`src/rtl/core_pkg.sv`:
```
// rtl/core_pkg.sv - shared state encoding and header constants for the image loader
package core_pkg;

  localparam int HDR_W = 16;

  typedef enum logic [2:0] {
    CNT_LO = 3'd0,
    CNT_HI = 3'd1,
    DATA   = 3'd2,
    WRITE  = 3'd3,
    DONE   = 3'd4,
    ERR    = 3'd5
  } load_state_t;

endpackage

```
`src/rtl/imem_loader.sv`:
```
// rtl/imem_loader.sv - byte-stream loader that writes a length-prefixed image into instruction memory
module imem_loader
  import core_pkg::*;
#(
  parameter int ADDR_W = 10
) (
  input  logic              clk,
  input  logic              reset,
  input  logic              rx_valid,
  input  logic [7:0]        rx_data,
  output logic              rx_ready,
  output logic              mem_we,
  output logic [ADDR_W-1:0] mem_addr,
  output logic [31:0]       mem_wdata,
  output logic              core_hold,
  output logic              done,
  output logic              error
);

  localparam logic [31:0]   MAX_WORDS = 32'd1 << ADDR_W;
  localparam logic [ADDR_W:0] WIDX_ONE = 1;

  load_state_t       state_q, state_d;
  logic [HDR_W-1:0]  cnt_q, cnt_d;
  logic [ADDR_W:0]   widx_q, widx_d;
  logic [1:0]        bidx_q, bidx_d;
  logic [23:0]       buf_q, buf_d;
  logic [ADDR_W-1:0] addr_q, addr_d;
  logic [31:0]       wdata_q, wdata_d;
  logic [HDR_W-1:0]  hdr_n;
  logic              xfer;

  assign rx_ready  = (state_q == CNT_LO) || (state_q == CNT_HI) || (state_q == DATA);
  assign xfer      = rx_valid && rx_ready;
  assign hdr_n     = {rx_data, cnt_q[7:0]};
  assign mem_we    = (state_q == WRITE);
  assign mem_addr  = addr_q;
  assign mem_wdata = wdata_q;
  assign core_hold = (state_q != DONE);
  assign done      = (state_q == DONE);
  assign error     = (state_q == ERR);

  always_comb begin
    state_d = state_q;
    cnt_d   = cnt_q;
    widx_d  = widx_q;
    bidx_d  = bidx_q;
    buf_d   = buf_q;
    addr_d  = addr_q;
    wdata_d = wdata_q;
    case (state_q)
      CNT_LO: begin
        if (xfer) begin
          cnt_d[7:0] = rx_data;
          state_d    = CNT_HI;
        end
      end
      CNT_HI: begin
        if (xfer) begin
          cnt_d  = hdr_n;
          widx_d = '0;
          bidx_d = '0;
          if (hdr_n == '0 || 32'(hdr_n) > MAX_WORDS) state_d = ERR;
          else                                       state_d = DATA;
        end
      end
      DATA: begin
        if (xfer) begin
          bidx_d = bidx_q + 2'd1;
          case (bidx_q)
            2'd0: buf_d[7:0]   = rx_data;
            2'd1: buf_d[15:8]  = rx_data;
            2'd2: buf_d[23:16] = rx_data;
            default: begin
              // Latch address and word together so the memory port stays stable after the strobe.
              addr_d  = widx_q[ADDR_W-1:0];
              wdata_d = {rx_data, buf_q};
              state_d = WRITE;
            end
          endcase
        end
      end
      WRITE: begin
        widx_d = widx_q + WIDX_ONE;
        if (32'(widx_q) + 32'd1 == 32'(cnt_q)) state_d = DONE;
        else                                   state_d = DATA;
      end
      default: ;
    endcase
  end

  always_ff @(posedge clk) begin
    if (reset) begin
      state_q <= CNT_LO;
      cnt_q   <= '0;
      widx_q  <= '0;
      bidx_q  <= '0;
      buf_q   <= '0;
      addr_q  <= '0;
      wdata_q <= '0;
    end else begin
      state_q <= state_d;
      cnt_q   <= cnt_d;
      widx_q  <= widx_d;
      bidx_q  <= bidx_d;
      buf_q   <= buf_d;
      addr_q  <= addr_d;
      wdata_q <= wdata_d;
    end
  end

endmodule

```
`config.mk`:
```
export PLATFORM = sky130hd
export DESIGN_NAME = imem_loader
export DESIGN_NICKNAME = d
export VERILOG_FILES = /design/src/rtl/core_pkg.sv /design/src/rtl/imem_loader.sv
export SDC_FILE = /design/constraint.sdc
export NUM_CORES = 1
export LEC_CHECK = 0
export ABC_CLOCK_PERIOD_IN_PS = 1900
export BUFFER_PORTS_ARGS = -buffer_cell sky130_fd_sc_hd__buf_2
export CAP_MARGIN = 20
export CORE_ASPECT_RATIO = 0.5
export CORE_MARGIN = 2
export CORE_UTILIZATION = 30
export CTS_CLUSTER_SIZE = 12
export DETAILED_ROUTE_END_ITERATION = 6
export SLEW_MARGIN = 10
export SYNTH_ARGS = -nofsm -noshare
export SYNTH_HDL_FRONTEND = slang
export SYNTH_SLANG_ARGS = --single-unit
```
`constraint.sdc`:
```
create_clock -name clk -period 1.9 [get_ports clk]
set_clock_uncertainty 0.05 [all_clocks]
set_input_delay 0.19 -clock clk [delete_from_list [all_inputs] [get_ports clk]]
set_output_delay 0.19 -clock clk [all_outputs]
set_load 0.1 [all_outputs]
```
Word-level counts from Yosys, hierarchy flattened
Cells that the tools add are included.
W data, S select, Z words.
Cells by class
  equality and inequality tests: 13
  $add $sub $neg: 3
  order comparisons: 1
  bitwise logic cells: 2
  reductions and logical operators: 20
  multiplexer cells: 14
Operators by type and width (number)
  $pmux W11 S2: 1
  $mux W3: 6
  $reduce_and A3 Y1: 6
  $eq A12 B16 Y1: 1
  $gt A16 B11 Y1 const B: 1
  $logic_not A16 Y1: 1
  $pmux W8 S2: 1
  $add A11 B1 Y12 const B: 1
  $pmux W3 S4: 1
  $add A11 B1 Y11 const B: 1
  $mux W11: 1
  $mux W8: 1
  $ne A2 B2 Y1 const B: 4
  $eq A3 B2 Y1 const B: 2
  $eq A3 B3 Y1 const B: 2
  $reduce_and A5 Y1: 1
  $mux W2: 2
  $pmux W2 S2: 1
  $reduce_and A2 Y1: 2
  $reduce_bool A2 Y1: 2
  $reduce_bool A4 Y1: 1
  $eq A3 B1 Y1 const B: 1
  $logic_not A3 Y1: 1
  $logic_or A1 B1 Y1: 3
  other kinds (8): 9
Word-level totals
  flip-flop bits (word level): 98
  output and inout port bits: 47

Depth between registers and ports, before layout
Gate-level depths: netlist of run 1.
  depth in word-level cells: 6
  mapped depth: 10

Worst setup path before layout of run 1
No wires, ideal clock.
  path type: reg2out
  start point: register state_q[1]
  end point: output port done
  slack: -0.634 ns
  data arrival time: 2.294 ns
  stages on the path, launching flop included: 5
  path buffers: 1
  cell sequence: dfxtp_1 buf_2 inv_2 nand3_1 inv_1
Between the ends
  cells in the longest elaborated chain, start to end: 1
RTL lines
  from (decl): line imem_loader.sv:23  | load_state_t state_q, state_d;
  from (signal assigned): line imem_loader.sv:102  | state_q <= state_d;
  $eq A3 B3 Y1: line imem_loader.sv:40  | assign done = (state_q == DONE);
  to (decl): line imem_loader.sv:16  | output logic done,
No other way between the ends.

Worst setup path after layout of run 1
  start point: register widx_q[0]
  end point: register state_q[1]
Between the ends
  cells in the longest elaborated chain, start to end: 4
RTL lines
  from (decl): line imem_loader.sv:25  | logic [ADDR_W:0] widx_q, widx_d;
  from (signal assigned): line imem_loader.sv:104  | widx_q <= widx_d;
  $add A11 B1 Y12: line imem_loader.sv:85  | if (32'(widx_q) + 32'd1 == 32'(cnt_q)) state_d = DONE;
  $eq A12 B16 Y1: line imem_loader.sv:85
  $mux W3: line imem_loader.sv:85
  $pmux W3 S4: line imem_loader.sv:51  | case (state_q)
No other way between the ends.
A chain may end at the register's enable or synchronous reset.

==> results of run 1 <==
## cells by family (layout without fill, tap and decap cells)
kind of cell	count (synthesis)	after routing	synth area share
adder cells (fa/ha/maj)	5	5	0.0152
multiplexers	1	1	0.00243
XOR/XNOR	12	12	0.0255
buffers and inverters	45	119	0.0474
flip-flops	98	98	0.476
AO/OA/AOI/OAI	127	127	0.166
AND/OR/NAND/NOR	247	247	0.267
## cell usage in the layout (no fill, tap or decap), drive strengths merged, types with 3 or more instances in the layout
| cell type | n |
|---|---|
| nand3 | 29 |
| xor2 | 4 |
| ha | 5 |
| inv | 7 |
| buf | 96 |
| or3 | 7 |
| nand2 | 156 |
| nor4 | 4 |
| clkinvlp | 5 |
| and3 | 3 |
| a31oi | 3 |
| dfxtp | 98 |
| nor3 | 8 |
| a22oi | 3 |
| clkbuf | 10 |
| xnor2 | 8 |
| nor2 | 22 |
| o211ai | 3 |
| o21ai | 10 |
| a21oi | 98 |
| a211oi | 3 |
## sequential cells by signal, summed over array words and instances, names as in the netlist
signal,flops
buf_q,24
mem_addr,10
cnt_q,16
bidx_q,2
mem_wdata,32
state_q,3
widx_q,11
## Yosys cell counts, drive strengths merged (4+ instances only)
cell / n / area share
nand2: 156 / 0.14
a21oi: 98 / 0.12
dfxtp: 98 / 0.48
nand3: 29 / 0.036
clkbuf: 25 / 0.023
nor2: 22 / 0.022
buf: 13 / 0.018
o21ai: 10 / 0.012
nor3: 8 / 0.012
xnor2: 8 / 0.017
inv: 7 / 0.0064
or3: 7 / 0.011
ha: 5 / 0.015
nor4: 4 / 0.0061
xor2: 4 / 0.0085
## how the worst max path moves through the flow
stage / from / to / slack, ns / cells past startpoint
floorplan: state_q[1] / rx_ready / -0.24 / 2
global placement: widx_q[1] / state_q[1] / -0.03 / 7
detailed placement: widx_q[1] / state_q[1] / -0.06 / 7
finish: widx_q[0] / state_q[1] / 0.08 / 7
global route: widx_q[0] / state_q[1] / -0.07 / 7
CTS: widx_q[4] / state_q[1] / 0.001 / 6
## stage by stage
| stage | instances | util | TNS, ns |
|---|---|---|---|
| finish | 785 | 0.385 | 0 |
| global route | 785 | 0.385 | -0.0730 |
| CTS | 784 | 0.382 | 0 |
| detailed placement | 767 | 0.358 | -0.0624 |
| global placement | 767 | 0.358 | -0.0302 |
| floorplan | 535 | - | -0.606 |
## layout make-up
type | instances | share of cell area
clock buffers | 10 | 0.0441
clock inverters | 6 | 0.0145
inverters | 7 | 0.00651
multi-input cells | 392 | 0.388
flip-flops and latches | 98 | 0.380
well taps | 176 | 0.0424
repair buffers | 96 | 0.124
## where the power goes
group | switching [µW] | leakage, µW | internal, µW | total [µW]
clock | 816 | 0.000139 | 1040 | 1860
combinational | 187 | 0.00101 | 99.5 | 287
sequential | 18.9 | 0.000794 | 2070 | 2090
## tightest hold or removal path: stages
cell     delay, ns
buf_2         0.17
nand2_1       0.08
a21oi_1       0.05
## routing by layer
metal,up-vias,routed length [µm],track usage
met2,81,4650,0.235
met3,12,610,0.0477
met4,0,142,0.0482
met5,-,0,0
met1,1715,5130,0.194
li1,1935,-,-
## timing repair
action                                  CTS  global route
pin swaps                                 0             7
gates resized for setup                   6             7
endpoints found under the setup margin    2             4
setup buffers                             1             1
==> metrics.md, run 1 <==
| Metric | Value |
|---|---|
| Largest stage delay, worst path | `0.38 ns` |
| Flop2flop setup slack | `~0.077 ns` |
| P&R area growth vs syn | `25.9%` |
| #FFs+latches synth | `98` |
| Synthesized area | `about 0.0041 mm²` |
| Hold Crit Endpoint | `mem_wdata[31]` |
| Layout Nets | `620` |
| Hold Slack | `between 0.1 and 0.15 ns` |
| Fin crit share | `0.960` |
| Global-route wire length before repair | `17300 µm` |
| Lkg Pwr | `between 0.0015 and 0.002 µW` |
| Worst r2r path cells | `7` |
| Worst Path Arrival | `~2.0 ns` |
| Tot GR Track Use | `0.148` |
| Max Freq | `approximately 550 MHz` |
| Global placement routability congestion | `0.848` |
| Worst-Skew Late Latency | `~0.35 ns` |
| Core area | `about 0.013 mm²` |
| Horiz. Die Dim | `170 µm` |
| Drt drc | `0` |
| FF+latch area | `roughly 0.0020 mm²` |
| Rows | `30` |
| Port Buffers | `57` |
| Crit-path cells | `ha_4 -> nand3_4 -> or3_1 -> a22oi_1 -> and4_1 -> o211ai_1 -> a32o_1` |
| RR Endpoint | `state_q[1]` |
| Initial core utilization | `0.306` |
| Tot Pwr | `~4200 µW` |
| MaxCap Viol Count | `0` |
| Largest delay contributor family on the critical path | `simple AND/OR/NAND/NOR gates` |
| Final worst setup slack | `just under 0.08 ns` |
| RSZ-0062 raised after global routing | `true` |
| Vias in the first global route | `3431` |
| Pwr/cell area | `a little over 800 mW/mm²` |
| TritonRoute pass-1 iters | `4` |
| Worst Hold Depth | `3` |
| DR WL/cell | `about 13 µm` |
| Max stage delay cell, worst path | `dfxtp_4` |
| Final instance area | `between 0.005 and 0.006 mm²` |
| Fillers | `around 1400` |
| Fin crit period | `between 1.5 and 2 ns` |
| Top_reg_cell synth | `dfxtp_1` |
| Multi-input logic area | `around 0.002 mm²` |
| Vias per Instance | `4.77` |
| Via count | `3743` |
| Sequential area share after synthesis | `0.476` |
| Io pins | `58` |
| Antenna diode count | `0` |
| Post-synth EDFFs | `0` |
| Clk slew on worst S/H paths | `0.07 ns` |
| Antenna violations before repair | `0` |
| Worst-margin pin slew | `about 0.5 ns` |
| CTS buffer count | `9` |
| Peak supply drop | `~0.00056 V` |
| CP max FO | `6` |
| Required time worst endpoint | `approximately 2.1 ns` |
| Syn nets | `between 500 and 600` |
| Pin count of the biggest net entering global routing | `43` |
| Yosys synthesis warning count | `0` |
| Clk root buf | `clkbuf_16` |
| Post-route ant nets | `0` |
| Die H | `roughly 87 µm` |
| Detailed placer's ending HPWL | `between 7000 and 8000 µm` |
| DP Worst Slack | `-0.0624 ns` |
| Final setup fails | `0` |
| Cells after Synth | `roughly 540` |
| H-tree depth | `3` |
| Post-Synthesis Mean Instance Area | `between 7 and 8 µm²` |
| Iteration-0 DRC Markers | `approximately 210` |
| HP Start | `rx_data[7]` |
| Hold crit path type | `input pin to flip-flop` |
| Critical path endpoint category | `flip-flop` |
| GRT overflow | `0` |
| Final Max Tran Viols | `0` |
| Final WL | `10500 µm` |
| Crit path launch type | `flip-flop` |
| Worst setup path class | `flip-flop to flip-flop` |
| Clock sink total | `98` |
| Clock tree buffer depth | `2` |
| Final Hold Fails | `0` |
| Ys async rst share | `0` |
| Synth unique cells | `46` |
| Layout cell share with drive strength beyond 1 | `0.218` |
| Reg2reg start | `widx_q[0]` |
| Status | `finished clean` |
| CTS tree | `yes` |
| Sum of buffers and inverters on the critical path | `0` |
| Hold buffer count at cts | `0` |
| Relative slew margins | `0.667` |
| Placed cell area | `around 0.0048 mm²` |
| Full die area | `between 0.01 and 0.015 mm²` |
No activity file was read; power rests on OpenSTA's default activity.
==> run 2: changes to the inputs <==
Settings changed: CELL_PAD_IN_SITES_DETAIL_PLACEMENT set to 1, CELL_PAD_IN_SITES_GLOBAL_PLACEMENT set to 2, PLACE_DENSITY_LB_ADDON set to 0.1.
==> metrics.md, run 2 (synthesized netlist as in run 1, its figures left out) <==
| Metric | Value |
|---|---|
| Status | `finished clean` |
| Via count | `slightly below 4000` |
| P&R area growth vs syn | `26.9%` |
| Relative slew margins | `0.672` |
| Required time worst endpoint | `approximately 2.1 ns` |
| Peak supply drop | `0.000362 V` |
| CP max FO | `5` |
| Most common cell after layout, fill and taps aside | `nand2_1` |
| Initial core utilization | `0.306` |
| Full die area | `about 0.015 mm²` |
| Layout Nets | `between 600 and 700` |
| Sum of buffers and inverters on the critical path | `1` |
| Clock tree buffer depth | `2` |
| Most frequent cells in the layout | `nand2_1, a21oi_1, dfxtp_1` |
| Vias per Instance | `4.87` |
| Max stage delay cell, worst path | `dfxtp_4` |
| Worst Path Arrival | `slightly above 2 ns` |
| Fin cells | `around 790` |
| Multi-input logic area | `between 0.002 and 0.0025 mm²` |
| Global placement routability congestion | `slightly above 0.8` |
| Worst-Skew Late Latency | `~0.35 ns` |
| Pin count of the biggest net entering global routing | `43` |
| DR WL/cell | `~16 µm` |
| TritonRoute pass-1 iters | `4` |
| Tot GR Track Use | `0.182` |
| Global-route wire length before repair | `20700 µm` |
| Crit path launch type | `flip-flop` |
| Final setup fails | `0` |
| Fin crit share | `0.988` |
| Max reg flops | `32` |
| Layout cell share with drive strength beyond 1 | `0.238` |
| Max Freq | `roughly 530 MHz` |
| Final instance area | `around 0.0052 mm²` |
| Core area | `around 0.013 mm²` |
| Lkg Pwr | `slightly below 0.002 µW` |
| RSZ-0062 raised after global routing | `true` |
| Post-route ant nets | `0` |
| Largest delay contributor family on the critical path | `compound AO/OA/AOI/OAI gates` |
| Final Hold Fails | `0` |
| Port Buffers | `between 50 and 60` |
| Critical path endpoint category | `flip-flop` |
| Iteration-0 DRC Markers | `approximately 150` |
| Fillers | `roughly 1700` |
| Rows | `30` |
| Hold Slack | `0.123 ns` |
| Worst-margin pin slew | `0.495 ns` |
| Antenna violations before repair | `0` |
| Cells after DPL | `773` |
| Vias in the first global route | `3842` |
| Fin crit period | `~1.9 ns` |
| MaxCap Viol Count | `0` |
| Detailed placer's ending HPWL | `roughly 8800 µm` |
| Clk slew on worst S/H paths | `around 0.07 ns` |
| Die H | `between 80 and 90 µm` |
| Pwr/cell area | `about 800 mW/mm²` |
| Horiz. Die Dim | `about 170 µm` |
| Antenna diode count | `0` |
| CTS buffer count | `9` |
| Final WL | `12800 µm` |
| Io pins | `58` |
| Largest stage delay, worst path | `around 0.36 ns` |
| Placed cell area | `roughly 0.0048 mm²` |
| Clk root buf | `clkbuf_16` |
| Final Max Tran Viols | `0` |
| Clock sink total | `around 100` |
| Crit-path cells | `ha_4 -> buf_4 -> nor2_1 -> nor3_2 -> o31ai_2 -> and4_1 -> o211ai_1 -> a32o_1` |
| GRT overflow | `0` |
| CTS tree | `yes` |
| H-tree depth | `3` |
| FF+latch area | `roughly 0.0020 mm²` |
| Hold crit path type | `input pin to flip-flop` |
| Drt drc | `0` |
| Worst setup path class | `flip-flop to flip-flop` |
[run 2: area by class of cell]
type | instances | area share
Multi-Input combinational cell | 392 | 0.389
Sequential cell | 98 | 0.377
Timing Repair Buffer | 105 | 0.132
Clock buffer | 10 | 0.0438
Tap cell | 176 | 0.0421
Clock inverter | 6 | 0.00981
Inverter | 7 | 0.00646
[run 2: per-layer routing]
metal,global-route usage,up-vias,routed length (µm),part of all wire
met3,0.0395,14,432,0.034
met4,0.0443,0,154,0.012
met1,0.251,1845,6540,0.51
met2,0.294,55,5690,0.44
li1,-,1953,-,-
met5,0,-,0,0
[run 2: power breakdown]
group / internal, µW / switching (µW) / leakage, µW / total [µW]
Combinational: 101 / 192 / 0.00106 / 294
Sequential: 2070 / 26.2 / 0.000794 / 2100
Clock: 908 / 857 / 0.000133 / 1760
Total: 3080 / 1080 / 0.00199 / 4160
[run 2: worst reg2reg max path, cell delays in order, from the launching register on]
cell and delay, ns:
dfxtp_4 0.36, ha_4 0.18, buf_4 0.13, nor2_1 0.16
nor3_2 0.06, o31ai_2 0.26, and4_1 0.25, o211ai_1 0.10
a32o_1 0.22
[run 2: repair_timing]
item,CTS,global route
resized for setup,8,10
hold buffers,0,0
endpoints found under the setup margin,2,3
buffers inserted,2,3
pin swaps,2,7
[run 2: final timing paths]
kind	start	to	slack, ns	depth (start not counted)
worst min register to register	mem_wdata[0]	mem_wdata[0]	0.40	2
worst max-delay path	widx_q[1]	state_q[1]	0.02	8
worst max register to register	widx_q[1]	state_q[1]	0.02	8
worst min-delay path	rx_data[6]	cnt_q[14]	0.12	3
[run 2: per-stage QoR]
stage	power (µW)	TNS, ns	util	setup slack [ns]
6_report	4160	0	0.388	0.0221
5_1_grt	4330	-0.0748	0.388	-0.0511
4_1_cts	4220	0	0.383	0.00165
3_5_place_dp	2440	-0.0918	0.360	-0.0918
3_3_place_gp	2430	-0.00106	0.360	-0.00106
2_1_floorplan	2300	-0.606	-	-0.239
==> run 3: changes to the inputs <==
==> constraint.sdc (replaced) <==
create_clock -name clk -period 1.9 [get_ports clk]
set_clock_uncertainty 0.05 [all_clocks]
set_input_delay 0.38 -clock clk [delete_from_list [all_inputs] [get_ports clk]]
set_output_delay 0.38 -clock clk [all_outputs]
set_load 0.1 [all_outputs]
==> metrics.md, run 3 (synthesized netlist as in run 1, its figures left out) <==
| Metric | Value |
|---|---|
| Die H | `roughly 87 µm` |
| Fin crit share | `0.989` |
| Final Hold Fails | `0` |
| Worst-Skew Late Latency | `approximately 0.34 ns` |
| Global-route wire length before repair | `~20000 µm` |
| Final setup fails | `0` |
| RSZ-0062 raised after global routing | `true` |
| Layout Nets | `632` |
| Fin crit period | `roughly 1.9 ns` |
| Clk slew on worst S/H paths | `about 0.080 ns` |
| Via count | `3858` |
| Worst setup path class | `flip-flop to primary output` |
| Hold crit path type | `input pin to flip-flop` |
| Rows | `30` |
| Final Max Tran Viols | `0` |
| CP max FO | `8` |
| Vias per Instance | `approximately 4.8` |
| Largest stage delay, worst path | `0.37 ns` |
| Antenna violations before repair | `0` |
| Antenna diode count | `0` |
| Final WL | `12300 µm` |
| Worst-margin pin slew | `about 0.51 ns` |
| Grt peak-use layer | `met2` |
| Crit-path cells | `buf_6 -> inv_2 -> buf_4 -> nand3_4 -> clkinvlp_4 -> buf_12` |
| Met3 usage | `0.0363` |
| Pwr/cell area | `793 mW/mm²` |
| Max reg flops | `32` |
| Port Buffers | `57` |
| Clk root buf | `clkbuf_16` |
| Drt drc | `0` |
| Status | `finished clean` |
| Io pins | `58` |
| Max Freq | `about 530 MHz` |
| Layout cell share with drive strength beyond 1 | `0.243` |
| Most frequent cells in the layout | `nand2_1, a21oi_1, dfxtp_1` |
| Horiz. Die Dim | `170 µm` |
| P&R area growth vs syn | `29.6%` |
| Relative slew margins | `0.658` |
| DR WL/cell | `around 15 µm` |
| Detailed placer's ending HPWL | `about 8500 µm` |
| Worst Path Arrival | `1.45 ns` |
| TritonRoute pass-1 iters | `4` |
| Fillers | `1645` |
| Full die area | `0.0147 mm²` |
| Post-route ant nets | `0` |
| Required time worst endpoint | `around 1.5 ns` |
| Met2 Use GR | `0.290` |
| Crit path launch type | `flip-flop` |
| H-tree depth | `3` |
| TNS Setup | `0 ns` |
| Met1 Track Usage GR | `0.232` |
| Clock sink total | `between 90 and 100` |
| GRT overflow | `0` |
| Max stage delay cell, worst path | `dfxtp_1` |
| Lkg Pwr | `a little over 0.002 µW` |
| Core area | `0.0135 mm²` |
| CTS tree | `yes` |
| Peak supply drop | `0.000482 V` |
| Pin count of the biggest net entering global routing | `a little under 50` |
| CTS buffer count | `9` |
| Tot GR Track Use | `0.174` |
| Hold buffer count at cts | `0` |
| MaxCap Viol Count | `0` |
| Initial core utilization | `0.306` |
| Critical path endpoint category | `primary output` |
| Global placement routability congestion | `around 0.75` |
| Clock tree buffer depth | `2` |
| Tot Pwr | `about 4200 µW` |
| Most common cell after layout, fill and taps aside | `nand2_1` |
| Iteration-0 DRC Markers | `139` |
| Vias in the first global route | `roughly 3700` |
run 3: changes by cell type in the layout (fill, tap and decap cells not counted), moves of 2 or more:
cell / delta
a21oi_1: -2
a21oi_2: +2
buf_12: +5
buf_2: -2
dfxtp_4: -2
inv_6: +3
inv_8: -2
run 3: path summary, 6_finish.rpt:
path              start  slack, ns  depth (start not counted)            end
max          state_q[1]       0.02                          6           done
min          rx_data[2]       0.35                          3      buf_q[18]
max reg2reg   cnt_q[15]       0.05                          7     state_q[1]
min reg2reg   buf_q[22]       0.39                          2  mem_wdata[22]
run 3: cell type report:
type	count	area, µm²	share of cell area
Clock buffer	10	239	0.0448
Tap cell	176	220	0.0412
Sequential cell	98	1970	0.368
Multi-Input combinational cell	392	2040	0.382
Clock inverter	6	58.8	0.0110
Inverter	7	33.8	0.00633
Timing Repair Buffer	108	782	0.146
run 3: per-layer routing:
layer,part of all wire,wire length [µm]
met5,0,0
met4,0.011,131
met3,0.029,361
met2,0.45,5550
met1,0.51,6300
run 3: through the flow:
stage,util,std cells,hold WS [ns],worst slack [ns],instance area (µm²)
2_1_floorplan,-,535,0.382,-0.188,4150
3_3_place_gp,0.369,780,0.390,-0.0588,4970
3_5_place_dp,0.369,780,0.395,-0.0726,4970
4_1_cts,0.393,796,0.345,-0.0151,5290
5_1_grt,0.396,797,0.351,-0.0478,5340
6_report,0.396,797,0.351,0.0205,5340
run 3: worst max-delay path: cells and delay by family, from the launching register on:
family / cells / cell delay [ns]
buf+inv: 5 / 0.62
flops: 1 / 0.37
simple gates: 1 / 0.11
run 3: power by group:
part / internal (µW) / leakage [µW] / switching (µW)
Clock: 953 / 0.000143 / 874
Sequential: 2070 / 0.000793 / 27.4
Combinational: 114 / 0.00109 / 193
run 3: timing repair:
item / in CTS / in global routing
buffers inserted: 0 / 1
pin swaps: 0 / 2
gates resized for setup: 5 / 11
endpoints found under the setup margin: 3 / 7
